`config.mk`:
```
export PLATFORM = sky130hd
export DESIGN_NAME = f_pc_unit
export DESIGN_NICKNAME = d
export VERILOG_FILES = /design/src/rtl/f_pc_unit.sv
export SDC_FILE = /design/constraint.sdc
export NUM_CORES = 1
export LEC_CHECK = 0
export ABC_AREA = 1
export CORE_ASPECT_RATIO = 0.8
export CORE_MARGIN = 1.5
export CORE_UTILIZATION = 56
export CTS_BUF_LIST = sky130_fd_sc_hd__clkbuf_4 sky130_fd_sc_hd__clkbuf_8
export DETAILED_ROUTE_END_ITERATION = 6
export PLACE_DENSITY_LB_ADDON = 0.05
export SYNTH_ARGS = -nofsm -noshare
export SYNTH_HDL_FRONTEND = slang
export SYNTH_SLANG_ARGS = --single-unit
```
`constraint.sdc`:
```
create_clock -name clk -period 5.3 [get_ports clk]
set_clock_uncertainty 0.05 [all_clocks]
set_input_delay 0.795 -clock clk [delete_from_list [all_inputs] [get_ports clk]]
set_output_delay 0.795 -clock clk [all_outputs]
set_load 0.02 [all_outputs]
```
`src/rtl/f_pc_unit.sv`:
```
// Fetch-stage PC generator with a circular return-address stack
// that predicts jr $ra targets and tallies prediction hits/misses.
module f_pc_unit #(
    parameter logic [31:0] RESET_PC   = 32'h0000_3000,
    parameter logic [31:0] EXC_ENTRY  = 32'h0000_4180,
    parameter bit          ERET_PLUS4 = 1'b1,
    parameter int          RAS_DEPTH  = 4,
    parameter int          CNT_W      = 16
) (
    input  logic             clk,
    input  logic             reset,
    input  logic             stall,
    input  logic             req,
    input  logic             eret,
    input  logic [31:0]      epc,
    input  logic [2:0]       npc_op,
    input  logic [15:0]      offset,
    input  logic [25:0]      instr_index,
    input  logic [31:0]      jr_reg,
    input  logic [31:0]      d_pc,
    input  logic             zero,
    input  logic             ret_hint,
    output logic [31:0]      npc,
    output logic [31:0]      f_pc,
    output logic [31:0]      ras_top,
    output logic             ras_valid,
    output logic [CNT_W-1:0] ras_hit_cnt,
    output logic [CNT_W-1:0] ras_miss_cnt
);

    localparam int PW = (RAS_DEPTH > 1) ? $clog2(RAS_DEPTH) : 1;
    localparam logic [PW:0] FULL = (PW+1)'(RAS_DEPTH);

    localparam logic [2:0] OP_BR   = 3'd1;
    localparam logic [2:0] OP_JAL  = 3'd2;
    localparam logic [2:0] OP_JR   = 3'd3;
    localparam logic [2:0] OP_JALR = 3'd4;

    logic [31:0]      pc_q, pc_d;
    logic [PW-1:0]    sp_q, sp_d;
    logic [PW:0]      cnt_q, cnt_d;
    logic [CNT_W-1:0] hit_q, hit_d;
    logic [CNT_W-1:0] miss_q, miss_d;
    logic [31:0]      ras_q [RAS_DEPTH];

    logic [PW-1:0] sp_m1;
    logic          advance;
    logic          push;
    logic          pop;
    logic [31:0]   br_tgt;

    assign sp_m1     = sp_q - 1'b1;
    assign advance   = !reset && !req && !stall;
    assign push      = advance && (npc_op == OP_JAL || npc_op == OP_JALR);
    assign pop       = advance && (npc_op == OP_JR) && ret_hint;
    assign br_tgt    = d_pc + 32'd4 + {{14{offset[15]}}, offset, 2'b00};
    assign ras_valid = (cnt_q != '0);
    assign ras_top   = ras_valid ? ras_q[sp_m1] : 32'd0;

    always_comb begin
        npc = pc_q + 32'd4;
        if (req)
            npc = EXC_ENTRY;
        else if (eret)
            npc = ERET_PLUS4 ? epc + 32'd4 : epc;
        else if (npc_op == OP_JR || npc_op == OP_JALR)
            npc = jr_reg;
        else if (npc_op == OP_BR && zero)
            npc = br_tgt;
        else if (npc_op == OP_JAL)
            npc = {d_pc[31:28], instr_index, 2'b00};
    end

    always_comb begin
        pc_d = pc_q;
        if (req)
            pc_d = EXC_ENTRY;
        else if (!stall)
            pc_d = npc;
    end

    // An empty-stack pop is a miss but leaves the pointers alone.
    always_comb begin
        sp_d   = sp_q;
        cnt_d  = cnt_q;
        hit_d  = hit_q;
        miss_d = miss_q;
        if (push) begin
            sp_d = sp_q + 1'b1;
            if (cnt_q != FULL)
                cnt_d = cnt_q + 1'b1;
        end else if (pop) begin
            if (ras_valid) begin
                sp_d  = sp_m1;
                cnt_d = cnt_q - 1'b1;
                if (ras_top == jr_reg) begin
                    if (!(&hit_q))
                        hit_d = hit_q + 1'b1;
                end else if (!(&miss_q)) begin
                    miss_d = miss_q + 1'b1;
                end
            end else if (!(&miss_q)) begin
                miss_d = miss_q + 1'b1;
            end
        end
    end

    always_ff @(posedge clk) begin
        if (reset) begin
            pc_q   <= RESET_PC;
            sp_q   <= '0;
            cnt_q  <= '0;
            hit_q  <= '0;
            miss_q <= '0;
            for (int i = 0; i < RAS_DEPTH; i++)
                ras_q[i] <= 32'd0;
        end else begin
            pc_q   <= pc_d;
            sp_q   <= sp_d;
            cnt_q  <= cnt_d;
            hit_q  <= hit_d;
            miss_q <= miss_d;
            if (push)
                ras_q[sp_q] <= d_pc + 32'd8;
        end
    end

    assign f_pc         = pc_q;
    assign ras_hit_cnt  = hit_q;
    assign ras_miss_cnt = miss_q;

endmodule

```
# Yosys cells after proc, flatten, opt, wreduce, memory -nomap -nowiden
# Memory sizes are Yosys's and may differ from the RTL's.
# Index checks and enable logic that the tools add are counted.
# classes
add_sub_neg	11
eq_ne	9
mux	26
bitwise	2
reduce_logical	22
# op_table
cell	n
two-way mux 32 bit	7
adder 32 x 3 -> 32 bit (second input constant)	3
two-way mux 16 bit	3
adder 16 x 1 -> 16 bit (second input constant)	2
adder 32 bit	1
adder 32 x 4 -> 32 bit (second input constant)	1
== test 32 bit	1
AND reduction 16 bit	2
OR reduction 32 bit	1
two-way mux 15 bit	2
two-way mux 3 bit	4
two-way mux 2 bit	4
== test 3 x 2 -> 1 bit (second input constant)	2
logical AND 1 bit	6
two-way mux 1 bit	6
AND reduction 3 bit	2
AND reduction 5 bit	1
inequality test 2 x 1 -> 1 bit (second input constant)	2
nonzero test 2 bit	2
adder 3 x 1 -> 3 bit (second input constant)	1
== test 3 x 1 -> 1 bit (second input constant)	1
== test 3 bit (second input constant)	1
zero test 1 bit	3
inequality test 3 bit (second input constant)	1
other kinds (9)	11
# word_totals
reg_bits	69
ram_bits	128
inputBits	148
output_inout_bits	129
wordCells	77
memories	1
# mem_list
name	depth	word_bits	read_ports	rd_ports_with_merged_regs	wr	line	text
ras_q	4	32	1	0	4	44	logic [31:0] ras_q [RAS_DEPTH];

# Depth between registers and ports, before layout
# depth
word_depth	9
ltp_mapped	19
mapped_depth_nobuf	19

# Worst setup path after synthesis
# No wires, ideal clock.
# synth_timing
kind	in2reg
from	input reset
to	memory ras_q[3][0] (enable)
setup_time_ns	0.470
t_arrival_ns	4.358
required_time_ns	4.780
path_slack_ns	0.422
path_stages	7
cell_sequence	clkbuf_1 -> nor2_4 -> nand2_1 -> a21oi_2 -> clkinv_1 -> clkbuf_1 -> o31ai_1
# synth_lines
element	line	text
from (decl)	11	input logic reset,
to (decl)	44	

# Worst setup path in the final report
# layout_timing
from	input d_pc[28]
to	output npc[31]
# layout_between
elab_chain_cells	6
# layout_lines
element	line	text
from (decl)	20	input logic [31:0] d_pc,
adder 32 x 3 -> 32 bit	56	assign br_tgt = d_pc + 32'd4 + {{14{offset[15]}}, offset, 2'b00};
adder 32 bit	56	
two-way mux 32 bit	68	else if (npc_op == OP_BR && zero)
two-way mux 32 bit	66	else if (npc_op == OP_JR || npc_op == OP_JALR)
two-way mux 32 bit	64	else if (eret)
two-way mux 32 bit	62	if (req)
to (decl)	23	output logic [31:0] npc,
# No other way between the ends.

==> results.yml <==
drt:
  vias_per_cell: 5.964
  vias: 18780
  drt_first_pass_iters: 7
  routedWlPerCell_um: 20.32
  drt_iter0_drc: 2974
  wl_um: 64000
  drc: 0
  drtAntennaViolNets: 0
cts:
  clk_pin_slew_ns: 0.11
  cts_hold_buffers: 0
  h-tree-depth: 4
  cts_setup_buffers: 0
  numClockSinks: 197
  cts_buffer_depth: 2
  post_cts_resized: 0
  numCtsBuffers: 17
  root_buffer: "clkbuf_8"
  cts_tree: "done"
  clk_latency_ns: 0.52
synth:
  syn_area_per_cell_um2: 6.369
  yosys.cell_types.count: 40
  syn_area_um2: 16020
  ys_seq_area_share_pct: 32.62
  syn-instance-count: 2515
  synth_warnings: 0
  synth_nets: 2727
  ys_ff_latch: 197
timing:
  hold_ws_ns: 0.4447
  slew_headroom_pct: 35.33
  min_period_over_period_pct: 95.00
  fmax_mhz: 198.6
  hold_violations: 0
  fin_tns_setup_ns: 0
  finalSetupViolations: 0
  worstMarginPinSlew_ns: 0.9631
  rsz0062_at_grt: "no"
  slew_viol_final: 0
  min_period_ns: 5.035
setup_path:
  path_delay_family: "buffers and inverters"
  slowest_stage: "clkdlybuf4s50_1"
  worstSetupPathType: "input pin to primary output"
  crit_top_cell: "nand2_1"
  worst_path_largest_cell_delay_ns: 0.68
  worst_r2r_endpoint: "ras_miss_cnt[8]"
  crit_buf_inv: 4
  startpoint_type: "input pin"
  required_ns: 4.45
  worstPathArrival_ns: 4.19
  crit_path_end_kind: "primary output"
  cp_cell_sequence: "clkdlybuf4s50_1, ha_1, ha_1, inv_1, o21ai_0, a21oi_1, nand2_1, a21oi_1, nand3_1, nand3_1, nand2_1, nand2_1, nand2_1, inv_1, clkdlybuf4s50_1"
  path_max_fanout: 5
  reg2reg_depth: 19
  r2r_setup_slack_ns: 1.38
  r2r_start: "sp_q[0]"
power_and_ir_drop:
  powerDensity_nw_per_um2: 197.9
  seqPwrFrac_pct: 44.2
  vdd_drop_max_v: 0.0001691
  netSwitchingFraction_pct: 35.32
  leakage_nw: 8.883
  power.total_mw: 3.871
  internal-power_mw: 2.504
  p_sw_mw: 1.368
  power_frac_clock_pct: 28.7
  power_frac_comb_pct: 27.1
global_route:
  grt_pass1_vias: 17200
  grt_max_degree: 79
  grt_pass1_wl_um: 95810
  antenna_found_initial: 13
  grt_overflow: 0
  grt.total_usage_pct: 42.60
floorplan:
  die-area_um2: 29640
  fp.dieH_um: 154.3
  initial_utilization_pct: 56.78
  core_area_um2: 28210
  boundaryPins: 277
  rows: 55
  fp.dieW_um: 192.1
run_status:
  status: "completed"
placement:
  port_buffers: 276
  hpwl_um: 49320
  gp_congestion: 1.038
finish:
  final_common_cell: "nand2_1"
  fin_nets: 2967
  final_cell_mix: "nand2_1, inv_1, nor2_1"
  drive_gt1_share_pct: 3.071
  area_delta_synth_final_pct: 22.14
  fillers: 2369
  multi_input_area_um2: 9288
  regArea_um2: 5226
hold_path:
  min_path_cells: 1
  hold_path.class: "flip-flop to flip-flop"
  holdPathEnd: "cnt_q[2]"
  worstHoldStart: "cnt_q[2]"
run:
  maxCapViolCount: 0
## power by group through the flow
stage,clock network (mW),registers [mW],logic [mW]
6_report,1.11,1.71,1.05
5_1_grt,1.14,1.71,1.13
4_1_cts,1.09,1.71,1.02
3_5_place_dp,0,1.74,1.01
3_3_place_gp,0,1.74,0.995
2_1_floorplan,0,1.75,0.551
## synthesized netlist by cell type
cell type  instances  area, um^2
nand2_1          854        3206
inv_1            288        1081
nor2_1           284        1066
nand3_1          203        1016
a21oi_1          183       915.9
edfxtp_1         128        3844
o21ai_0           90       450.4
dfxtp_1           69        1381
ha_1              62       775.7
nor3_1            57       285.3
clkbuf_1          55       206.5
xor2_1            54       473.0
nand4_1           32       200.2
xnor2_1           22       192.7
nand3b_1          19       142.6
nor4_1            17       106.4
buf_2             15       75.07
o211ai_1          15       112.6
buf_4              7       52.55
o21bai_1           7       52.55
buf_1              6       22.52
or2_2              6       37.54
clkinv_1           5       18.77
inv_2              5       18.77
buf_6              4       45.04
nand2_2            4       25.02
a211oi_1           3       22.52
a31oi_1            3       18.77
nor3b_1            3       22.52
and2_1             2       12.51
fa_1               2       40.04
nor2_4             2       22.52
o21a_1             2       15.01
a21oi_2            1       8.760
a311oi_2           1       15.01
and3_1             1       6.260
nand3_2            1       10.01
o22ai_1            1       6.260
o311ai_0           1       8.760
o31ai_1            1       7.510
## flip-flops by register name (all words and copies together) (netlist names)
signal	flops
ras_hit_cnt	16
f_pc	32
ras_q	128
cnt_q	3
ras_miss_cnt	16
sp_q	2
## per-layer routing
layer	up-vias	track usage [%]	share of wire, %
met2	1391	65.24	43
met3	233	9.485	13
met4	2	19.82	5.0
met1	8522	57.23	39
li1	8634	-	-
met5	-	0	0.020
## how the worst max path moves through the flow
| stage | startpoint | depth (start not counted) | slack [ns] | to |
|---|---|---|---|---|
| finish | d_pc[28] | 15 | 0.27 | npc[31] |
| global route | d_pc[2] | 18 | 0.11 | npc[13] |
| global placement | d_pc[2] | 18 | 0.32 | npc[13] |
| detailed placement | d_pc[2] | 18 | 0.38 | npc[13] |
| CTS | d_pc[2] | 18 | 0.36 | npc[13] |
| floorplan | reset | 7 | 0.42 | ras_q[3][0] |
## through the flow
step	instance area [um^2]	utilization (%)	std cells	setup slack, ns
finish	19570	69.34	3149	0.2650
global route	19570	69.34	3149	0.1078
CTS	19540	69.25	3138	0.3580
detailed placement	19100	67.69	3106	0.3756
global placement	19100	67.69	3106	0.3194
floorplan	16020	-	2515	0.4217
## layout make-up
class | count | area share (%)
repair buffers | 308 | 15.35
clock buffers | 18 | 1.234
clock inverters | 14 | 1.010
multi-input cells | 1933 | 47.47
flip-flops and latches | 197 | 26.71
diodes | 11 | 0.1407
well taps | 370 | 2.366
inverters | 298 | 5.717
## cells by family (layout without fill, tap and decap cells)
family	after synthesis	count (layout)	share of synthesized area (%)
and+or+nand+nor	1485	1485	38.44
adders and majority gates	64	64	5.093
other	0	11	0
xor gates and xnor gates	76	76	4.155
DFF	197	197	32.62
buffers and inverters	385	638	9.490
AOI/OAI and AO/OA	308	308	10.20
Power figures use the tool's default switching activity.
